[config.mk]
export PLATFORM = sky130hd
export DESIGN_NAME = pipeline_hazard_controller
export DESIGN_NICKNAME = d
export VERILOG_FILES = /design/src/rtl/pipeline_ctrl_pkg.sv /design/src/rtl/hazard_forward_unit.sv /design/src/rtl/pipeline_hazard_controller.sv
export SDC_FILE = /design/constraint.sdc
export NUM_CORES = 1
export LEC_CHECK = 0
export CORE_MARGIN = 5
export CORE_UTILIZATION = 42
export CTS_BUF_LIST = sky130_fd_sc_hd__clkbuf_4 sky130_fd_sc_hd__clkbuf_8
export DETAILED_ROUTE_END_ITERATION = 10
export PLACE_DENSITY = 0.82
export SKIP_CTS_REPAIR_TIMING = 1
export SYNTH_ARGS = -nofsm -noshare
export SYNTH_HDL_FRONTEND = slang
export SYNTH_SLANG_ARGS = --single-unit
[constraint.sdc]
create_clock -name Clk -period 2.3 [get_ports Clk]
set_input_delay 0.23 -clock Clk [delete_from_list [all_inputs] [get_ports Clk]]
set_output_delay 0.23 -clock Clk [all_outputs]
set_load 0.1 [all_outputs]
[src/rtl/pipeline_ctrl_pkg.sv]
// Shared FSM state encodings and forwarding-select constants for the
// pipeline hazard controller.
package pipeline_ctrl_pkg;

  typedef enum logic [1:0] {
    ST_INIT   = 2'd0,
    ST_RUN    = 2'd1,
    ST_MULDIV = 2'd2
  } state_e;

  localparam logic [1:0] FWD_RF  = 2'b00;
  localparam logic [1:0] FWD_EX  = 2'b01;
  localparam logic [1:0] FWD_MEM = 2'b10;
  localparam logic [1:0] FWD_WB  = 2'b11;

endpackage

[src/rtl/hazard_forward_unit.sv]
// Combinational source/destination comparator: operand forwarding selects
// for the ID-stage muxes and load-use hazard detection.
module hazard_forward_unit (
  input  logic [4:0] idRs_i,
  input  logic [4:0] idRt_i,
  input  logic       idUsesRs_i,
  input  logic       idUsesRt_i,
  input  logic [4:0] exReg_i,
  input  logic       exRfEnable_i,
  input  logic       exLoad_i,
  input  logic [4:0] memReg_i,
  input  logic       memRfEnable_i,
  input  logic [4:0] wbReg_i,
  input  logic       wbRfEnable_i,
  output logic [1:0] fwdASel_o,
  output logic [1:0] fwdBSel_o,
  output logic       loadUse_o
);
  import pipeline_ctrl_pkg::*;

  // A load in EX has no data yet, so it is never a forwarding source.
  function automatic logic [1:0] pickSource(
    input logic [4:0] src,
    input logic       uses,
    input logic [4:0] exReg,
    input logic       exFwdOk,
    input logic [4:0] memReg,
    input logic       memEn,
    input logic [4:0] wbReg,
    input logic       wbEn
  );
    logic [1:0] sel;
    sel = FWD_RF;
    if (uses && (src != 5'd0)) begin
      if (exFwdOk && (exReg == src))       sel = FWD_EX;
      else if (memEn && (memReg == src))   sel = FWD_MEM;
      else if (wbEn && (wbReg == src))     sel = FWD_WB;
    end
    return sel;
  endfunction

  logic exFwdOk;
  logic rsHit;
  logic rtHit;

  assign exFwdOk = exRfEnable_i && !exLoad_i;
  assign rsHit   = idUsesRs_i && (idRs_i == exReg_i);
  assign rtHit   = idUsesRt_i && (idRt_i == exReg_i);

  always_comb begin
    fwdASel_o = pickSource(idRs_i, idUsesRs_i, exReg_i, exFwdOk,
                           memReg_i, memRfEnable_i, wbReg_i, wbRfEnable_i);
    fwdBSel_o = pickSource(idRt_i, idUsesRt_i, exReg_i, exFwdOk,
                           memReg_i, memRfEnable_i, wbReg_i, wbRfEnable_i);
    loadUse_o = exLoad_i && exRfEnable_i && (exReg_i != 5'd0) && (rsHit || rtHit);
  end

endmodule

[src/rtl/pipeline_hazard_controller.sv]
// Pipeline stall/flush/forward controller with post-reset drain and HI/LO
// mul/div freeze. Define HAZARD_PERF_CNT_EN to add the STALL_COUNT counter.
module pipeline_hazard_controller #(
  parameter int INIT_CYCLES   = 4,
  parameter int MULDIV_CYCLES = 8,
  parameter int CNT_W         = 4
) (
  input  logic        Clk,
  input  logic        Reset,
  input  logic [4:0]  ID_RS,
  input  logic [4:0]  ID_RT,
  input  logic        ID_USES_RS,
  input  logic        ID_USES_RT,
  input  logic        ID_BRANCH_TAKEN,
  input  logic        ID_MULDIV_START,
  input  logic [4:0]  EX_REG,
  input  logic        EX_RF_ENABLE,
  input  logic        EX_LOAD_INSTR,
  input  logic [4:0]  MEM_REG,
  input  logic        MEM_RF_ENABLE,
  input  logic [4:0]  WB_REG,
  input  logic        WB_RF_ENABLE,
  output logic        PC_LE,
  output logic        IF_ID_LE,
  output logic        IF_ID_FLUSH,
  output logic        ID_EX_NOP,
  output logic [1:0]  FWD_A_SEL,
  output logic [1:0]  FWD_B_SEL,
  output logic        BUSY
`ifdef HAZARD_PERF_CNT_EN
  ,
  output logic [31:0] STALL_COUNT
`endif
);
  import pipeline_ctrl_pkg::*;

  state_e           state_q, state_d;
  logic [CNT_W-1:0] cnt_q, cnt_d;
  logic [1:0]       fwdA;
  logic [1:0]       fwdB;
  logic             loadUse;

  hazard_forward_unit uFwd (
    .idRs_i        (ID_RS),
    .idRt_i        (ID_RT),
    .idUsesRs_i    (ID_USES_RS),
    .idUsesRt_i    (ID_USES_RT),
    .exReg_i       (EX_REG),
    .exRfEnable_i  (EX_RF_ENABLE),
    .exLoad_i      (EX_LOAD_INSTR),
    .memReg_i      (MEM_REG),
    .memRfEnable_i (MEM_RF_ENABLE),
    .wbReg_i       (WB_REG),
    .wbRfEnable_i  (WB_RF_ENABLE),
    .fwdASel_o     (fwdA),
    .fwdBSel_o     (fwdB),
    .loadUse_o     (loadUse)
  );

  always_ff @(posedge Clk) begin
    if (!Reset) begin
      state_q <= ST_INIT;
      cnt_q   <= CNT_W'(INIT_CYCLES - 1);
    end else begin
      state_q <= state_d;
      cnt_q   <= cnt_d;
    end
  end

  always_comb begin
    state_d = state_q;
    cnt_d   = cnt_q;
    case (state_q)
      ST_INIT: begin
        if (cnt_q == '0) state_d = ST_RUN;
        else             cnt_d   = cnt_q - 1'b1;
      end
      ST_RUN: begin
        if (ID_MULDIV_START && !loadUse) begin
          state_d = ST_MULDIV;
          cnt_d   = CNT_W'(MULDIV_CYCLES - 2);
        end
      end
      ST_MULDIV: begin
        if (cnt_q == '0) state_d = ST_RUN;
        else             cnt_d   = cnt_q - 1'b1;
      end
      default: begin
        state_d = ST_INIT;
        cnt_d   = CNT_W'(INIT_CYCLES - 1);
      end
    endcase
  end

  // A held reset forces the drain pattern even before the first edge lands.
  always_comb begin
    PC_LE       = 1'b1;
    IF_ID_LE    = 1'b1;
    IF_ID_FLUSH = 1'b0;
    ID_EX_NOP   = 1'b0;
    FWD_A_SEL   = fwdA;
    FWD_B_SEL   = fwdB;
    BUSY        = 1'b0;
    if (!Reset || (state_q != ST_RUN && state_q != ST_MULDIV)) begin
      PC_LE       = 1'b0;
      IF_ID_LE    = 1'b0;
      IF_ID_FLUSH = 1'b1;
      ID_EX_NOP   = 1'b1;
      FWD_A_SEL   = FWD_RF;
      FWD_B_SEL   = FWD_RF;
      BUSY        = 1'b1;
    end else if (state_q == ST_MULDIV) begin
      PC_LE     = 1'b0;
      IF_ID_LE  = 1'b0;
      ID_EX_NOP = 1'b1;
      BUSY      = 1'b1;
    end else if (loadUse) begin
      PC_LE     = 1'b0;
      IF_ID_LE  = 1'b0;
      ID_EX_NOP = 1'b1;
    end else if (ID_BRANCH_TAKEN) begin
      IF_ID_FLUSH = 1'b1;
    end
  end

`ifdef HAZARD_PERF_CNT_EN
  logic [31:0] stallCnt_q, stallCnt_d;

  always_comb begin
    stallCnt_d = stallCnt_q;
    if (Reset && (state_q == ST_RUN || state_q == ST_MULDIV) && !PC_LE
        && (stallCnt_q != 32'hFFFF_FFFF)) begin
      stallCnt_d = stallCnt_q + 32'd1;
    end
  end

  always_ff @(posedge Clk) begin
    if (!Reset) stallCnt_q <= 32'd0;
    else        stallCnt_q <= stallCnt_d;
  end

  assign STALL_COUNT = stallCnt_q;
`endif

endmodule
==> summary.md <==
| Metric | Value |
|---|---|
| CTS H-Tree Depth | 1 |
| GPL Wtd Cong | 0.895 |
| Minimum clock period | 2.27 ns |
| Worst-case clock buffer depth | 2 |
| Worst slew pin tran | 0.417 ns |
| Die X-Extent | 57.0 um |
| Cells after Synth | 119 |
| Total grt overflow | 0 |
| Most common cell after layout, fill and taps aside | clkdlybuf4s50_1 |
| Final nets | 219 |
| Placed cell count | 200 |
| Die Y | 57.0 um |
| I/O pin cnt | 44 |
| Number of global-route vias before repair | 1206 |
| Yosys reg bits | 6 |
| Worst min path class | reg -> reg |
| Drt via density | 5.72 |
| Largest net degree at the start of global routing | 10 |
| Syn-to-layout area delta | 86.3% |
| Via count of the routed design | 1173 |
| FMAX | 441 MHz |
| All-layer global routing usage | 20.6% |
| Setup CP Type | in -> out |
| Clock slew at reported path FFs | 0.05 ns |
| Sw Share | 47.7% |
| Final Skew | 0.00966 ns |
| Antenna Nets Post-Route | 0 |
| Crit. End Element | primary output |
| CTS Sinks | 6 |
| Most frequent cells in the layout | 27 x clkdlybuf4s50_1, 25 x xor2_1, 13 x buf_4, 8 x buf_12 |
| # fillers | 145 |
| Synth unique cells | 39 |
| Share of cells above drive strength 1 | 27.1% |
| Critical Path Source Type | input port |
| Psw | 0.461 mW |
| Worst EP arrival | 2.04 ns |
| Pleak | 0.723 nW |
| Mapped Area | 930 um2 |
| Sequential fraction of the synthesis area | 12.9% |
| Cts bufs inserted | 3 |
| Critical Path Fanout Max | 4 |
| Clock power frac | 12.3% |
| Comb pwr share | 68.5% |
| Max_cap viols | 0 |
| Clk_lat worst skew | 0.25 ns |
| Initial Util | 42.8% |
| Buffers on Ports | 43 |
| Relative slew slack | 71.8% |
| Non-Filler Instances | 205 |
| DR DRC count | 0 |
| Final WL | 3590 um |
| Clock root buffer | clkbuf_4 |
| Slew Limit Fails | 0 |
| Die ar. | 3250 um2 |
| Sequential share of power | 19.2% |
| Initial DRC Count | 41 |
| Endpoints failing hold | 0 |
| ANT cells | 0 |
| HPWL Detailed | 2760 um |
| Status | completed |
| Final Power | 0.965 mW |
| Avg Cell Area, Syn | 7.81 um2 |
| # rows | 17 |
| CTS tree | yes |
| Syn_nets | 160 |
| First-pass DRT Iterations | 4 |
| Final Cycle Share | 98.5% |
| Antenna violations before repair | 0 |
| WL per Instance | 17.5 um |
| Core area | 2170 um2 |
| Worst ir drop on vdd | 0.591 mV |
| Yosys synthesis warning count | 0 |
| PD cells | 557 nW/um2 |
| Data required, critical path | 2.07 ns |
| First-pass GRT wire length | 5420 um |
| Setup violators final | 0 |
| Internal power | 0.504 mW |
power by group through the flow:
stage	clock network (mW)	registers (mW)	logic (mW)
2_1_floorplan	0	0.173	0.410
3_3_place_gp	0	0.181	0.621
3_5_place_dp	0	0.184	0.641
4_1_cts	0.123	0.182	0.643
5_1_grt	0.132	0.190	0.711
6_report	0.119	0.185	0.661
synthesized netlist by cell type, drive strengths merged:
cell type,instances,share of area (%)
and3,3,2.0
nand2,4,1.9
nor3b,1,0.81
a211oi,1,0.81
or4,2,1.6
a31oi,2,1.3
dfxtp,6,13
nor2,10,4.0
nor4,5,3.4
o31ai,1,1.3
inv,9,3.6
or3,1,0.67
clkbuf,1,0.40
nand3b,1,0.81
or2,1,0.94
a32oi,1,1.8
o41ai,1,0.94
o21ai,4,2.2
o311ai,1,0.94
o221ai,1,0.94
o2111ai,2,1.9
a21oi,1,0.54
nand3,4,2.2
o32a,1,1.1
a22oi,1,0.81
nor2b,4,2.7
o21bai,1,2.0
o311a,1,1.1
o211ai,2,1.6
ha,6,8.1
and2,1,0.67
mux2i,1,1.1
buf,1,0.81
xor2,26,24
xnor2,4,3.8
nor3,6,3.2
nand2b,1,0.67
cells by family after synthesis:
| kind of cell | Yosys count | synth area share [%] |
|---|---|---|
| mux | 1 | 1.08 |
| compound gates | 21 | 19.2 |
| xor+xnor | 30 | 28.3 |
| simple gates | 44 | 25.6 |
| flops | 6 | 12.9 |
| buf+inv | 11 | 4.84 |
| fa+ha+maj | 6 | 8.08 |
layout make-up:
| type | count | area (um2) | area share, % |
|---|---|---|---|
| timing repair buffer | 56 | 641 | 37.0 |
| clock buffer | 4 | 30.0 | 1.73 |
| tap | 28 | 35.0 | 2.02 |
| inverter | 9 | 40.0 | 2.31 |
| multi-input combinational | 102 | 861 | 49.7 |
| sequential | 6 | 125 | 7.23 |
critical path, cell delays in order:
cell and delay, ns:
clkdlybuf4s50_1 0.64, xor2_2 0.20, nor3b_1 0.08, a32oi_2 0.24
nor2b_4 0.09, o311ai_4 0.29, clkbuf_16 0.25
sequential cells by signal, summed over array words and instances, names as in the netlist:
signal	count
cnt_q	4
state_q	2
through the flow:
step	hold WS (ns)	util, %	setup slack, ns	setup TNS [ns]	area [um2]
after global placement	0.493	75.3	0.00671	0	1630
after CTS	0.495	76.7	-0.0589	-0.133	1660
after global routing	0.530	79.8	-0.0276	-0.0496	1730
after floorplan	0.461	-	-1.02	-2.45	1000
after detailed placement	0.485	75.3	-0.0537	-0.108	1630
final	0.494	79.8	0.0346	0	1730
final timing paths:
kind / slack [ns] / from / depth (start not counted) / to
max: 0.03 / ID_RS[4] / 7 / IF_ID_FLUSH
min reg2reg: 0.49 / cnt_q[1]$_SDFFE_PN1P_ / 2 / cnt_q[1]$_SDFFE_PN1P_
min: 0.49 / cnt_q[1]$_SDFFE_PN1P_ / 2 / cnt_q[1]$_SDFFE_PN1P_
max reg2reg: 0.45 / state_q[0]$_SDFFE_PN0P_ / 7 / cnt_q[0]$_SDFFE_PN1P_
per-layer routing:
metal	track usage (%)	vias up	part of all wire [%]
met5	0	-	0
met4	10.3	0	3.7
met3	2.71	16	4.4
met2	40.1	54	54
met1	20.9	561	38
li1	-	542	-
No activity file was read; power rests on OpenSTA's default activity.
